`src/rtl/dsm_pkg.sv`:
```
`default_nettype none
// ============================================================================
// Module      : dsm_pkg
// Description : Shared constants and types for the delta-sigma bitstream
//               generator and its matching decimator. Holds the accumulator
//               guard-bit count, the accumulator width derivation, the
//               saturation limits, the accumulator type and the dither seed.
// Revision    : 1.0  initial release
// ============================================================================
package dsm_pkg;

    // Headroom above the sample width so the integrators can swing well past
    // full scale before clamping.
    localparam int C_GUARD_BITS    = 4;

    // Reference sample width; the decimator sizes its datapath from this.
    localparam int C_DEFAULT_DATA_W = 12;

    // Accumulator width for a given sample width.
    function automatic int acc_width(input int data_w);
        return data_w + C_GUARD_BITS;
    endfunction

    // Symmetric saturation magnitude for a given accumulator width.
    function automatic int sat_limit(input int acc_w);
        return (2 ** (acc_w - 1)) - 1;
    endfunction

    localparam int C_ACC_W   = C_DEFAULT_DATA_W + C_GUARD_BITS;
    localparam int C_ACC_MAX = (2 ** (C_ACC_W - 1)) - 1;
    localparam int C_ACC_MIN = -C_ACC_MAX;

    typedef logic signed [C_ACC_W-1:0] acc_t;

    // Non-zero start state for the dither LFSR.
    localparam logic [15:0] C_LFSR_SEED = 16'hACE1;

endpackage : dsm_pkg
`default_nettype wire

```
`src/rtl/dsm_lfsr.sv`:
```
`default_nettype none
// ============================================================================
// Module      : dsm_lfsr
// Description : 16-bit maximal-length Fibonacci LFSR used as a one-bit dither
//               source. Polynomial x^16 + x^14 + x^13 + x^11 + 1, shifting
//               right one position every clock.
// Ports       : clk   - clock
//               rstN  - asynchronous active-low reset, loads SEED
//               state - current register contents (bit 0 is the dither bit)
// Revision    : 1.0  initial release
// ============================================================================
module dsm_lfsr #(
    parameter logic [15:0] SEED = 16'hACE1
) (
    input  logic        clk,
    input  logic        rstN,
    output logic [15:0] state
);

    logic [15:0] r_state;
    logic        w_feedback;

    // Taps 16/14/13/11 map to bits 0/2/3/5 of a right-shifting register.
    assign w_feedback = r_state[0] ^ r_state[2] ^ r_state[3] ^ r_state[5];

    always_ff @(posedge clk or negedge rstN) begin
        if (!rstN) begin
            r_state <= SEED;
        end else begin
            r_state <= {w_feedback, r_state[15:1]};
        end
    end

    assign state = r_state;

endmodule : dsm_lfsr
`default_nettype wire

```
`src/rtl/dsm_bitstream_gen.sv`:
```
`default_nettype none
// ============================================================================
// Module      : dsm_bitstream_gen
// Description : Second-order digital delta-sigma modulator. Converts signed
//               PCM samples into a 1-bit bitstream at the clock rate. A
//               free-running frame counter defines the sample period; samples
//               enter through a one-deep pending buffer and are promoted to
//               the active register at each frame boundary.
// Ports       : clk          - modulator clock, one output bit per cycle
//               rstN         - asynchronous active-low reset
//               sampleIn     - signed PCM sample (DATA_W bits)
//               sampleValid  - sampleIn valid
//               sampleReady  - pending buffer free (valid & ready = transfer)
//               bitOut       - registered modulator output, 1 = +FS
//               frameStrobe  - one-cycle pulse when the active sample updates
//               underrun     - one-cycle pulse when a boundary found no sample
// Options     : DSM_DITHER_EN - when defined, a 16-bit LFSR adds +/-1 LSB of
//               dither into the second integrator to break idle tones.
// Revision    : 1.0  initial release
// ============================================================================
module dsm_bitstream_gen
    import dsm_pkg::*;
#(
    parameter int DATA_W   = 12,
    parameter int OSR_LOG2 = 6
) (
    input  logic              clk,
    input  logic              rstN,
    input  logic [DATA_W-1:0] sampleIn,
    input  logic              sampleValid,
    output logic              sampleReady,
    output logic              bitOut,
    output logic              frameStrobe,
    output logic              underrun
);

    // Accumulator width plus two extra bits so that a sum of three
    // accumulator-sized terms can be range-checked before clamping.
    localparam int C_AW  = acc_width(DATA_W);
    localparam int C_EW  = C_AW + 2;
    localparam int C_LIM = sat_limit(C_AW);

    localparam logic signed [C_EW-1:0] C_FS     = C_EW'(2 ** (DATA_W - 1));
    localparam logic signed [C_EW-1:0] C_SAT_HI = C_EW'(C_LIM);
    localparam logic signed [C_EW-1:0] C_SAT_LO = -C_SAT_HI;
    localparam logic [OSR_LOG2-1:0]    C_CNT_MAX = '1;

    // Clamp an extended sum back into accumulator range.
    function automatic logic signed [C_AW-1:0] sat(input logic signed [C_EW-1:0] v);
        logic signed [C_EW-1:0] t;
        if (v > C_SAT_HI) begin
            t = C_SAT_HI;
        end else if (v < C_SAT_LO) begin
            t = C_SAT_LO;
        end else begin
            t = v;
        end
        return t[C_AW-1:0];
    endfunction

    // ------------------------------------------------------------------
    // State
    // ------------------------------------------------------------------
    logic [OSR_LOG2-1:0]      r_cnt;
    logic signed [DATA_W-1:0] r_active;
    logic [DATA_W-1:0]        r_pending;
    logic                     r_pend_full;
    logic signed [C_AW-1:0]   r_acc1;
    logic signed [C_AW-1:0]   r_acc2;
    logic                     r_bit;
    logic                     r_strobe;
    logic                     r_under;

    logic                     w_boundary;
    logic                     w_xfer;
    logic signed [C_EW-1:0]   w_fb;
    logic signed [C_EW-1:0]   w_sum1;
    logic signed [C_EW-1:0]   w_sum2;
    logic signed [C_AW-1:0]   w_acc1_nxt;
    logic signed [C_AW-1:0]   w_acc2_nxt;
    logic signed [C_EW-1:0]   w_dith;

    // ------------------------------------------------------------------
    // Dither source
    // ------------------------------------------------------------------
`ifdef DSM_DITHER_EN
    localparam logic signed [C_EW-1:0] C_ONE = C_EW'(1);
    logic [15:0] w_lfsr;

    dsm_lfsr #(
        .SEED  (C_LFSR_SEED)
    ) u_lfsr (
        .clk   (clk),
        .rstN  (rstN),
        .state (w_lfsr)
    );

    assign w_dith = w_lfsr[0] ? C_ONE : -C_ONE;
`else
    assign w_dith = '0;
`endif

    // ------------------------------------------------------------------
    // Handshake and frame timing
    // ------------------------------------------------------------------
    assign w_boundary  = (r_cnt == C_CNT_MAX);
    assign w_xfer      = sampleValid && !r_pend_full;
    assign sampleReady = !r_pend_full;

    always_ff @(posedge clk or negedge rstN) begin
        if (!rstN) begin
            r_cnt       <= '0;
            r_active    <= '0;
            r_pending   <= '0;
            r_pend_full <= 1'b0;
            r_strobe    <= 1'b0;
            r_under     <= 1'b0;
        end else begin
            r_cnt    <= r_cnt + 1'b1;
            r_strobe <= w_boundary;
            r_under  <= 1'b0;
            if (w_boundary) begin
                if (r_pend_full) begin
                    r_active    <= r_pending;
                    r_pend_full <= 1'b0;
                end else if (w_xfer) begin
                    // Pending is empty, so a same-cycle transfer bypasses it.
                    r_active <= sampleIn;
                end else begin
                    r_under <= 1'b1;
                end
            end else if (w_xfer) begin
                r_pending   <= sampleIn;
                r_pend_full <= 1'b1;
            end
        end
    end

    // ------------------------------------------------------------------
    // Modulator loop
    // ------------------------------------------------------------------
    // The second integrator consumes the freshly updated first integrator,
    // giving a noise transfer function of (1 - z^-1)^2 with both loop poles
    // at the origin.
    assign w_fb       = r_bit ? C_FS : -C_FS;
    assign w_sum1     = C_EW'(r_acc1) + C_EW'(r_active) - w_fb;
    assign w_acc1_nxt = sat(w_sum1);
    assign w_sum2     = C_EW'(r_acc2) + C_EW'(w_acc1_nxt) - w_fb + w_dith;
    assign w_acc2_nxt = sat(w_sum2);

    always_ff @(posedge clk or negedge rstN) begin
        if (!rstN) begin
            r_acc1 <= '0;
            r_acc2 <= '0;
            r_bit  <= 1'b0;
        end else begin
            r_acc1 <= w_acc1_nxt;
            r_acc2 <= w_acc2_nxt;
            r_bit  <= ~w_acc2_nxt[C_AW-1];
        end
    end

    assign bitOut      = r_bit;
    assign frameStrobe = r_strobe;
    assign underrun    = r_under;

endmodule : dsm_bitstream_gen
`default_nettype wire

```
`config.mk`:
```
export PLATFORM = sky130hd
export DESIGN_NAME = dsm_bitstream_gen
export DESIGN_NICKNAME = d
export VERILOG_FILES = /design/src/rtl/dsm_pkg.sv /design/src/rtl/dsm_lfsr.sv /design/src/rtl/dsm_bitstream_gen.sv
export SDC_FILE = /design/constraint.sdc
export NUM_CORES = 1
export LEC_CHECK = 0
export CAP_MARGIN = 10
export CORE_ASPECT_RATIO = 1.75
export CORE_MARGIN = 5
export CORE_UTILIZATION = 43
export DETAILED_ROUTE_END_ITERATION = 10
export DONT_BUFFER_PORTS = 1
export GPL_TIMING_DRIVEN = 0
export SLEW_MARGIN = 30
export SYNTH_ARGS = -nofsm -noshare
export SYNTH_HDL_FRONTEND = slang
export SYNTH_SLANG_ARGS = --single-unit
```
`constraint.sdc`:
```
create_clock -name clk -period 15.9 [get_ports clk]
set_input_delay 0.795 -clock clk [delete_from_list [all_inputs] [get_ports clk]]
set_output_delay 0.795 -clock clk [all_outputs]
set_load 0.01 [all_outputs]
```
Word-level counts from Yosys, hierarchy flattened

Index checks and enable logic that the tools add are counted.
Widths: inputs -> output; s select.

Bitwise operators: 2
Reduce and logical (&&, ||, !) cells: 6
Equal/unequal tests: 1
Add/subtract/negate cells: 5
Muxes and demuxes: 12
Order comparisons: 4

Operators by type and width:

| operator             | count |
|---|---|
| $mux 16              | 4 |
| $gt 18x16->1 const B | 2 |
| $lt 18x16->1 const B | 2 |
| $sub 17x18->18       | 2 |
| $mux 12              | 2 |
| $mux 18              | 1 |
| $add 16x12->17       | 1 |
| $add 16x16->17       | 1 |
| $add 6x1->6 const B  | 1 |
| $eq 6x6->1 const B   | 1 |
| $mux 1               | 5 |
| $reduce_and 2->1     | 2 |
| $reduce_bool 2->1    | 2 |
| $not 1->1            | 2 |
| $logic_and 1x1->1    | 1 |
| $logic_not 1->1      | 1 |

Register bits after elaboration: 66
Word-level logic and storage cells: 39
Input bits: 15
Output and inout bits: 4

Longest topological paths before layout

Gate-level depths: netlist (run 1).

Depth after elaboration: 11
Depth in mapped cells: 35
Gate-level depth less buffers: 33

Least setup slack after synthesis (run 1)

Ideal clock, no wire load.

Path kind: register to register
From: register r_bit (netlist: bitOut)
To: register r_acc2[10]
Arrival time: 6.045 ns
Slack: 9.727 ns
Stages on the path, launching flop included: 33
Buffers on the path: 3
Clock period less this slack: 6.173 ns
Setup time: 0.128 ns
Data required time: 15.772 ns
Path through: dfrtp_1 > inv_1 > fa_1 > inv_1 > ha_1 > clkbuf_1 > a211oi_1 > nor2_1 > mux2i_1 > a221o_1 > a211oi_2 > nor2_1 > a21boi_0 > clkbuf_1 > o21ai_0 > inv_1 > ha_1 > inv_1 > ha_1 > nor2b_1 > o21ai_0 > nand2b_1 > a21oi_1 > o21a_1 > o211ai_1 > a31oi_1 > o21ai_0 > a21oi_1 > xor2_1 > nor2_1 > a211oi_2 > buf_4 > o21ai_0

Cells in the longest elaborated chain, start to end: 10
Elaborated cells between the ends (all ways): 12
Those cells by class: 3 x add/sub; 4 x order compare; 5 x mux

Ends and longest elaborated chain:

| element                | RTL line                 | source |
|---|---|---|
| start, declared        | dsm_bitstream_gen.sv:70  | `logic r_bit;` |
| start signal, assigned | dsm_bitstream_gen.sv:159 | `r_bit <= ~w_acc2_nxt[C_AW-1];` |
| $mux 18 *              | dsm_bitstream_gen.sv:145 | `assign w_fb = r_bit ? C_FS : -C_FS;` |
| $sub 17x18->18 *       | dsm_bitstream_gen.sv:146 | `assign w_sum1 = C_EW'(r_acc1) + C_EW'(r_active) - w_fb;` |
| $lt 18x16->1           | dsm_bitstream_gen.sv:53  | `end else if (v < C_SAT_LO) begin` |
| $mux 16                | dsm_bitstream_gen.sv:53  |  |
| $mux 16 *              | dsm_bitstream_gen.sv:51  | `if (v > C_SAT_HI) begin` |
| net w_acc1_nxt[2]      | dsm_bitstream_gen.sv:79  | `logic signed [C_AW-1:0] w_acc1_nxt;` |
| $add 16x16->17 *       | dsm_bitstream_gen.sv:148 | `assign w_sum2 = C_EW'(r_acc2) + C_EW'(w_acc1_nxt) - w_fb + w_dith;` |
| $sub 17x18->18 *       | dsm_bitstream_gen.sv:148 |  |
| $lt 18x16->1           | dsm_bitstream_gen.sv:53  |  |
| $mux 16                | dsm_bitstream_gen.sv:53  |  |
| $mux 16 *              | dsm_bitstream_gen.sv:51  |  |
| net w_acc2_nxt[10]     | dsm_bitstream_gen.sv:80  | `logic signed [C_AW-1:0] w_acc2_nxt;` |
| end signal, assigned   | dsm_bitstream_gen.sv:158 | `r_acc2 <= w_acc2_nxt;` |
| end, declared          | dsm_bitstream_gen.sv:69  | `logic signed [C_AW-1:0] r_acc2;` |

The timed path passes the listed nets; every way through them passes the cells marked *.
A chain may end at the register's enable or synchronous reset.

Worst setup path in the final report (run 1)

From: register r_bit (netlist: bitOut)
To: register r_acc2[7]

Same word-level chain as after synthesis.

==> results of run 1 <==
state kept, by name, indices dropped and copies added (netlist names):
| name | flops |
|---|---|
| bitOut | 1 |
| r_pend_full | 1 |
| r_cnt | 6 |
| r_active | 12 |
| frameStrobe | 1 |
| r_acc2 | 16 |
| r_pending | 12 |
| underrun | 1 |
| r_acc1 | 16 |
layer usage:
layer / share of wire / vias up / GRT usage
met1: 0.37 / 1638 / 0.1548
met2: 0.57 / 47 / 0.3130
li1: - / 1790 / -
met5: 0 / - / 0
met4: 0.037 / 0 / 0.08018
met3: 0.024 / 22 / 0.03018
per-stage QoR:
stage               hold WS, ps  area (µm²)
finish                    164.6        5263
global placement          453.1        4962
global route              148.9        5263
floorplan                 438.0        4797
detailed placement        461.7        4962
CTS                       150.4        5261
worst max path at each step:
stage	from	endpoint	slack, ps	cells past startpoint
6_report	bitOut	r_acc2[7]	8330	32
5_1_grt	bitOut	r_acc2[8]	7450	32
4_1_cts	bitOut	r_acc2[7]	8270	32
3_5_place_dp	bitOut	r_acc2[7]	8280	32
3_3_place_gp	bitOut	r_acc2[14]	8460	32
2_1_floorplan	bitOut	r_acc2[10]	9730	32
cell families (layout without fill, tap and decap cells):
logic type | after synthesis | count (layout)
fa+ha+maj | 64 | 64
simple gates | 97 | 97
mux | 27 | 27
buf+inv | 115 | 131
compound gates | 124 | 124
xor+xnor | 33 | 33
flops | 66 | 66
worst max-delay path, delay by kind of cell (launching register included):
family                   cells  cell delay [ps]
AO/OA/AOI/OAI               14             3450
buffers and inverters        7             1190
adder cells (fa/ha/maj)      4             1140
flip-flops                   1              710
AND/OR/NAND/NOR              5              540
XOR/XNOR                     1              250
multiplexers                 1              130
layout by cell type, fill, tap and decap left out, drive strengths merged, types with 3 or more instances in the layout:
cell type / synthesis / routed
nand2b: 5 / 5
a21o: 5 / 5
xor2: 16 / 16
o21ai: 45 / 45
nor2b: 3 / 3
mux2i: 14 / 14
fa: 8 / 8
nor3: 3 / 3
a31oi: 4 / 4
o211ai: 3 / 3
dfrtp: 66 / 66
mux2: 13 / 13
nand3: 10 / 10
a31o: 3 / 3
nand2: 20 / 20
buf: 4 / 4
nand4: 9 / 9
nor2: 32 / 32
clkbuf: 10 / 24
ha: 56 / 56
xnor2: 17 / 17
a211oi: 5 / 5
o21a: 8 / 8
a21oi: 39 / 39
inv: 101 / 101
layout make-up:
type	count	area [µm²]
Inverter	101	379.1
Multi-Input combinational cell	345	2710
Fill cell	1047	5777
Sequential cell	66	1652
Buffer	14	57.56
Clock inverter	2	35.03
Clock buffer	14	264.0
Tap cell	132	165.2
==> out/metrics.csv, run 1 <==
stage,metric,value,unit
outcome,status,finished clean,
synthesis,synth_area_leaders,"dfrtp_1 (34%), ha_1 (15%), inv_1 (7.9%)",
synthesis,async_reset_ff_frac,1.000,
sta,post-route-period-util,0.4760,
synthesis,yosysTopAreaCell,dfrtp_1,
placed_design,dp_cells,658,
placed_design,dp_hpwl,8064,µm
sta,rsz0062_at_grt,false,
synthesis,ys_types,57,
sta,fmax,0.1321,GHz
placed_design,portBuffers,0,
grt,first_global_vias,3828,
layout,area_delta_synth_final,9.703,%
grt,track_usage,0.1595,
clocking,cts_buffers,9,
worst_setup_path,cp.arrival,7760,ps
synthesis,yosys.cell_count.top_type,inv_1,
synthesis,synth_top_family_by_area,adder cells,
placed_design,routabilityCongestion,0.8898,
worst_setup_path,r2r_cells,32,
synthesis,synth_common_cells,"inv_1 (101), dfrtp_1 (66), ha_1 (56), o21ai_0 (42), a21oi_1 (38)",
floorplan,dieWidth,89.84,µm
drt,wirelength,10060,µm
clocking,cts_hold_buffers,0,
synthesis,yosys_register_bits,66,
placed_design,pre_cts_ws,8284,ps
floorplan,io_pins,19,
clocking,clk_pin_slew,50,ps
synthesis,synth-xor-area-share,0.06025,
worst_setup_path,path_class,reg2reg,
grt,grt_pass1_wl,17430,µm
clocking,worstSkewPairLatency,320,ps
sta,fin_worst_skew,6.490,ps
floorplan,start_util,0.4345,
sta,period_minus_slack,7569,ps
grt,grt_max_degree,67,
clocking,cts-root-buf,clkbuf_16,
synthesis,synth_area_per_cell,9.120,µm²
clocking,clock_path_buffers,2,
worst_setup_path,r2r_setup_slack,8330,ps
synthesis,syn_area,0.004797,mm²
drt,num_vias,3497,
drt,drc,0,
floorplan,die-area,0.01345,mm²
synthesis,synth_enable_flop_cells,0,
clocking,cts.sinks,66,
clocking,post_cts_buffers,0,
worst_setup_path,worst_setup_path_end_kind,flip-flop,
hold_path,hp-class,in2async,
layout,final_net_count,616,
drt,drtIter0Drc,135,
floorplan,num_rows,51,
sta,hold_viol,0,
layout,post-route-util,0.4767,
clocking,cts_max_level,3,
flow_run,drv_cap,0,
floorplan,die_y,149.7,µm
synthesis,synth_fp_nets,605,
synthesis,synthMuxAreaShare,0.05973,
worst_setup_path,required,16090,ps
grt,antenna_found_initial,0,
drt,routed_via_density,5.188,
worst_setup_path,critPathSlowestCell,dfrtp_1,
grt,grt.overflow.total,0,
drt,detail_route.wl_per_cell,14.92,µm
synthesis,synth.top_cell.area_share,0.3443,
drt,drtPass1Iterations,5,
clocking,cts_resized,0,
sta,postLayoutSetupSlackWorst,8331,ps
floorplan,coreArea,0.01104,mm²
layout,instances_no_fill,674,
synthesis,synth-simple-area-share,0.1025,
drt,final_antenna_net_count,0,
sta,tns,0,ps
sta,worst_pin_slew,734.8,ps
synthesis,synth_compound_area_frac,0.1628,
synthesis,ys_warn_count,0,
layout,drive_above_1_share,0.08303,
synthesis,syn_inst,526,
sta,final-setup-viol-count,0,
worst_setup_path,crit_fanout,10,
worst_setup_path,timing.rr.start,bitOut,
worst_setup_path,cp-start-kind,flip-flop,
sta,slew_headroom,0.5101,
worst_setup_path,r2r_end,r_acc2[7],
sta,slew_violations,0,
clocking,cts_tree,done,
synthesis,ys_seq_area_frac,0.3443,
layout,num_antenna_cells,0,
worst_setup_path,cpPeakStageDelay,710,ps
synthesis,synth-adder-area-share,0.1794,
synthesis,ys.flop_type,dfrtp_1,
Power of run 1 is not shown: default switching activity piles up to over one toggle a cycle in this logic, so the estimate is an artifact.
==> run 2: changes to the inputs <==
- clock period: 15.9 -> 7.5 ns (I/O delays scaled with it)
==> run 2 against run 1 <==
Global-route usage barely moved. Die area did not move. Register-to-register slack got worse by 7700 ps. Cell count rose by 0.30%. Count of clock-buffer cells in the layout did not move. Highest routed layer unchanged.
==> out/metrics.csv, run 2 (synthesized netlist as in run 1, its figures left out) <==
stage,metric,value,unit,change
floorplan,num_rows,51,,unchanged
hold_path,whs_endpoint,underrun,,
clocking,cts_buffers,9,,unchanged
drt,final_antenna_net_count,0,,unchanged
drt,routed_via_density,5.228,,+0.76%
layout,reg_top3,"r_acc1: 16 flops, r_acc2: 16 flops",,
layout,final_cell_mix,"inv_1 (101), dfrtp_1 (65), ha_1 (56), o21ai_0 (42), a21oi_1 (38)",,
grt,track_usage,0.1598,,+0.0003182
clocking,cts_tree,done,,
sta,slew_violations,0,,unchanged
layout,area_delta_synth_final,11.42,%,
floorplan,coreArea,0.01104,mm²,unchanged
sta,worst_pin_slew,732.2,ps,-2.601 ps
floorplan,start_util,0.4345,,unchanged
drt,detail_route.wl_per_cell,14.95,µm,+0.20%
sta,whs,117.0,ps,-47.56 ps
worst_setup_path,timing.rr.start,r_active[2],,
worst_setup_path,path_class,reg2reg,,
sta,hold_viol,0,,unchanged
clocking,cts_max_level,3,,unchanged
grt,first_global_vias,3860,,+0.84%
floorplan,io_pins,19,,unchanged
floorplan,die_y,149.7,µm,unchanged
drt,drtIter0Drc,97,,-28%
drt,wirelength,10110,µm,+0.50%
drt,drc,0,,unchanged
floorplan,dieWidth,89.84,µm,unchanged
worst_setup_path,cp-start-kind,flip-flop,,
sta,final-setup-viol-count,0,,unchanged
clocking,cts.sinks,66,,unchanged
layout,final_net_count,618,,+0.32%
hold_path,hp-class,in2reg,,
sta,slew_headroom,0.5119,,+0.001734
clocking,worstSkewPairLatency,320,ps,about the same
floorplan,die-area,0.01345,mm²,unchanged
clocking,clock_path_buffers,2,,unchanged
placed_design,routabilityCongestion,0.8898,,unchanged
worst_setup_path,r2r_setup_slack,610,ps,-7720 ps
grt,met3_usage,0.02968,,-0.0005030
sta,rsz0062_at_grt,false,,
worst_setup_path,required,7680,ps,-8410 ps
worst_setup_path,r2r_cells,35,,+9.4%
drt,drtPass1Iterations,4,,-1
sta,post-route-period-util,0.9183,,+0.4423
outcome,status,finished clean,,
grt,grt_util_met1,0.1545,,-0.0003198
drt,num_vias,3534,,+1.1%
sta,period_minus_slack,6887,ps,-681.2 ps
sta,fmax,0.1452,GHz,+9.9%
worst_setup_path,crit_start,r_active[2],,
layout,drive_above_1_share,0.09375,,+0.01072
sta,fin_worst_skew,7.693,ps,+1.204 ps
worst_setup_path,cpPeakStageDelay,340,ps,-370 ps
worst_setup_path,worst_setup_path_end_kind,flip-flop,,
placed_design,portBuffers,0,,unchanged
placed_design,dp_hpwl,8064,µm,unchanged
worst_setup_path,r2r_end,r_acc2[14],,
flow_run,drv_cap,0,,unchanged
grt,antenna_found_initial,0,,unchanged
hold_path,min_from,sampleValid,,
layout,layout_commonest_cell,inv_1,,
worst_setup_path,critPathSlowestCell,dfrtp_1,,
worst_setup_path,cp.arrival,7070,ps,-690 ps
grt,grt_util_met2,0.3138,,+0.0007331
clocking,clk_pin_slew,50,ps,about the same
grt,grt_max_degree,67,,unchanged
worst_setup_path,crit_fanout,10,,unchanged
grt,grt.overflow.total,0,,unchanged
grt,grt_pass1_wl,17460,µm,+0.16%
hold_path,whs_path_depth,1,,
layout,num_antenna_cells,0,,unchanged
clocking,cts-root-buf,clkbuf_16,,
worst_setup_path,path_common_cell,o21ai_0,,
grt,grt_busiest_layer,met2,,
## run 2: metal layers
metal,part of all wire,vias up
li1,-,1793
met1,0.38,1667
met2,0.56,48
met3,0.024,26
met4,0.042,0
met5,0,-
## run 2: layout make-up
class	count	area, µm²
Timing Repair Buffer	3	57.56
Sequential cell	66	1655
Fill cell	1041	5694
Tap cell	132	165.2
Clock inverter	2	35.03
Multi-Input combinational cell	345	2734
Buffer	13	55.05
Clock buffer	14	264.0
Inverter	101	379.1
## run 2: how the worst max path moves through the flow
stage	endpoint	slack, ps
final	r_acc2[14]	610
after global routing	r_acc2[5]	9
after CTS	r_acc2[7]	130
after detailed placement	r_acc2[7]	-120
after global placement	r_acc2[14]	60
after floorplan	r_acc2[10]	1330
## run 2: critical path: cells and delay by family (launching register included)
family / cells / cell delay (ps)
buf+inv: 6 / 740
fa+ha+maj: 4 / 1100
xor+xnor: 2 / 470
simple gates: 7 / 900
compound gates: 16 / 3190
flops: 1 / 340
## run 2: what timing repair did
item / in CTS / in global routing
gates resized for setup: 2 / 6
pin swaps: 0 / 1
endpoints found under the setup margin: 11 / 15
hold buffers: 2 / 0
buffers inserted: 0 / 1
endpoints found under the hold margin: 66 / 0
## run 2: stage by stage
| step | setup slack (ps) | instance area [µm²] | setup TNS [ps] | util | std cells |
|---|---|---|---|---|---|
| 2_1_floorplan | 1327 | 4797 | 0 | - | 526 |
| 3_3_place_gp | 62.11 | 4962 | 0 | 0.4495 | 658 |
| 3_5_place_dp | -116.0 | 4962 | -807.0 | 0.4495 | 658 |
| 4_1_cts | 127.5 | 5301 | 0 | 0.4802 | 676 |
| 5_1_grt | 8.516 | 5345 | 0 | 0.4842 | 676 |
| 6_report | 612.7 | 5345 | 0 | 0.4842 | 676 |
Power of run 2 is left out for the same reason.
==> run 3: changes to the inputs <==
- CORE_UTILIZATION: 43 -> 65
- PLACE_DENSITY: unset -> 0.81
==> run 3 against run 2 <==
Critical path type unchanged. Setup slack got worse by 61 ps. Register-to-register slack got worse by 60 ps. Clock skew fell by 0.58 ps. Critical path depth fell by 4. Global-route usage rose by 7.2 points. Cell count fell by 6.8%. Fmax fell by 0.88%. Worst hold slack got worse by 3.8 ps. Die area fell by 31%. Via count rose by 2.2%.
==> out/metrics.csv, run 3 (synthesized netlist as in run 1, its figures left out) <==
stage,metric,value,unit,change
clocking,clk_pin_slew,50,ps,about the same
placed_design,routabilityCongestion,0.9151,,+2.8%
layout,layout_commonest_cell,inv_1,,
floorplan,start_util,0.6632,,+0.2287
worst_setup_path,cp.arrival,7140,ps,+70 ps
drt,drtIter0Drc,157,,+62%
placed_design,portBuffers,0,,unchanged
sta,whs,113.2,ps,-3.798 ps
sta,worst_pin_slew,809.2,ps,+76.99 ps
drt,detail_route.wl_per_cell,15.45,µm,+3.3%
worst_setup_path,critPathSlowestCell,dfrtp_2,,
floorplan,die_y,123.6,µm,-17%
grt,first_global_vias,3801,,-1.5%
worst_setup_path,path_class,reg2reg,,
layout,final_cell_mix,"inv_1 (101), dfrtp_1 (65), ha_1 (56), o21ai_0 (42), a21oi_1 (38)",,
drt,final_antenna_net_count,0,,unchanged
clocking,cts_tree,done,,
drt,drc,0,,unchanged
grt,grt_max_degree,67,,unchanged
layout,area_delta_synth_final,8.711,%,
floorplan,io_pins,19,,unchanged
worst_setup_path,crit_start,bitOut,,
layout,instances_no_fill,630,,-6.8%
hold_path,min_from,sampleValid,,
sta,rsz0062_at_grt,false,,
floorplan,coreArea,0.007233,mm²,-34%
floorplan,num_rows,41,,-20%
layout,final_net_count,619,,+0.16%
drt,drtPass1Iterations,4,,unchanged
placed_design,dp_hpwl,7545,µm,-6.4%
drt,routed_via_density,5.732,,+9.6%
sta,postLayoutSetupSlackWorst,551.7,ps,-60.97 ps
sta,period_minus_slack,6948,ps,+60.97 ps
placed_design,pre_cts_ws,-94.10,ps,+21.94 ps
clocking,clock_path_buffers,2,,unchanged
sta,hold_viol,0,,unchanged
grt,track_usage,0.2316,,+0.07182
placed_design,dp_cells,612,,-7.0%
clocking,cts-root-buf,clkbuf_16,,
layout,reg_top3,"r_acc1: 16 flops, r_acc2: 16 flops",,
layout,num_antenna_cells,0,,unchanged
sta,fmax,0.1439,GHz,-0.88%
floorplan,dieWidth,74.94,µm,-17%
worst_setup_path,required,7690,ps,about the same
clocking,worstSkewPairLatency,330,ps,about the same
drt,wirelength,9732,µm,-3.7%
clocking,cts_max_level,3,,unchanged
drt,num_vias,3611,,+2.2%
grt,antenna_found_initial,0,,unchanged
hold_path,hp-class,in2reg,,
worst_setup_path,crit_fanout,10,,unchanged
sta,slew_violations,0,,unchanged
outcome,status,finished clean,,
clocking,cts_buffers,9,,unchanged
flow_run,drv_cap,0,,unchanged
sta,final-setup-viol-count,0,,unchanged
worst_setup_path,cp-start-kind,flip-flop,,
worst_setup_path,timing.rr.start,bitOut,,
worst_setup_path,worst_setup_path_end_kind,flip-flop,,
grt,grt_pass1_wl,16380,µm,-6.2%
clocking,cts.sinks,66,,unchanged
layout,drive_above_1_share,0.09375,,unchanged
sta,post-route-period-util,0.9264,,+0.008129
sta,slew_headroom,0.4592,,-0.05269
grt,grt.overflow.total,0,,unchanged
worst_setup_path,cpPeakStageDelay,560,ps,+220 ps
floorplan,die-area,0.009266,mm²,-31%
worst_setup_path,path_common_cell,inv_1,,
sta,fin_worst_skew,7.115,ps,-0.5781 ps
[run 3: stage by stage]
step	area, µm²	setup TNS, ps	utilization
detailed placement	4906	-518.8	0.6783
global placement	4905	0	0.6781
floorplan	4797	0	-
global route	5215	0	0.7210
finish	5215	0	0.7210
CTS	5197	0	0.7186
[run 3: area by class of cell]
class / count / area [µm²]
clock buffer: 11 / 232.7
sequential: 66 / 1653
tap: 86 / 107.6
multi-input combinational: 345 / 2719
clock inverter: 4 / 20.02
buffer: 14 / 58.81
inverter: 101 / 379.1
fill: 531 / 2018
timing repair buffer: 3 / 45.04
[run 3: path summary, 6_finish.rpt]
check | endpoint | slack [ps] | cells past startpoint
hold reg to reg | r_cnt[4] | 460 | 1
hold / removal | underrun | 110 | 1
setup reg to reg | r_acc2[13] | 550 | 31
max in group asynchronous | bitOut | 6630 | 2
setup / recovery | r_acc2[13] | 550 | 31
min in group asynchronous | r_active[1] | 600 | 2
[run 3: what timing repair did]
action / in CTS / in global routing
hold buffers: 2 / 0
pin swaps: 0 / 1
hold endpoints to repair: 66 / 0
endpoints found under the setup margin: 10 / 15
buffers inserted: 0 / 1
gates resized for setup: 1 / 5
[run 3: worst max-delay path: cells and delay by family (launching register included)]
| family | cells | cell delay (ps) |
|---|---|---|
| flops | 1 | 560 |
| xor+xnor | 1 | 260 |
| compound gates | 14 | 3170 |
| buf+inv | 8 | 1180 |
| mux | 1 | 120 |
| simple gates | 3 | 360 |
| fa+ha+maj | 4 | 1130 |
[run 3: metal layers]
metal  part of all wire  vias to the layer above  routed length (µm)  global-route usage
met5                  0                        -                   0                   0
met1               0.36                     1725                3513              0.2205
met2               0.57                       67                5536              0.4514
met3              0.035                       25                 342             0.04443
met4              0.035                        0                 340              0.1069
li1                   -                     1794                   -                   -
Power of run 3 is left out for the same reason.
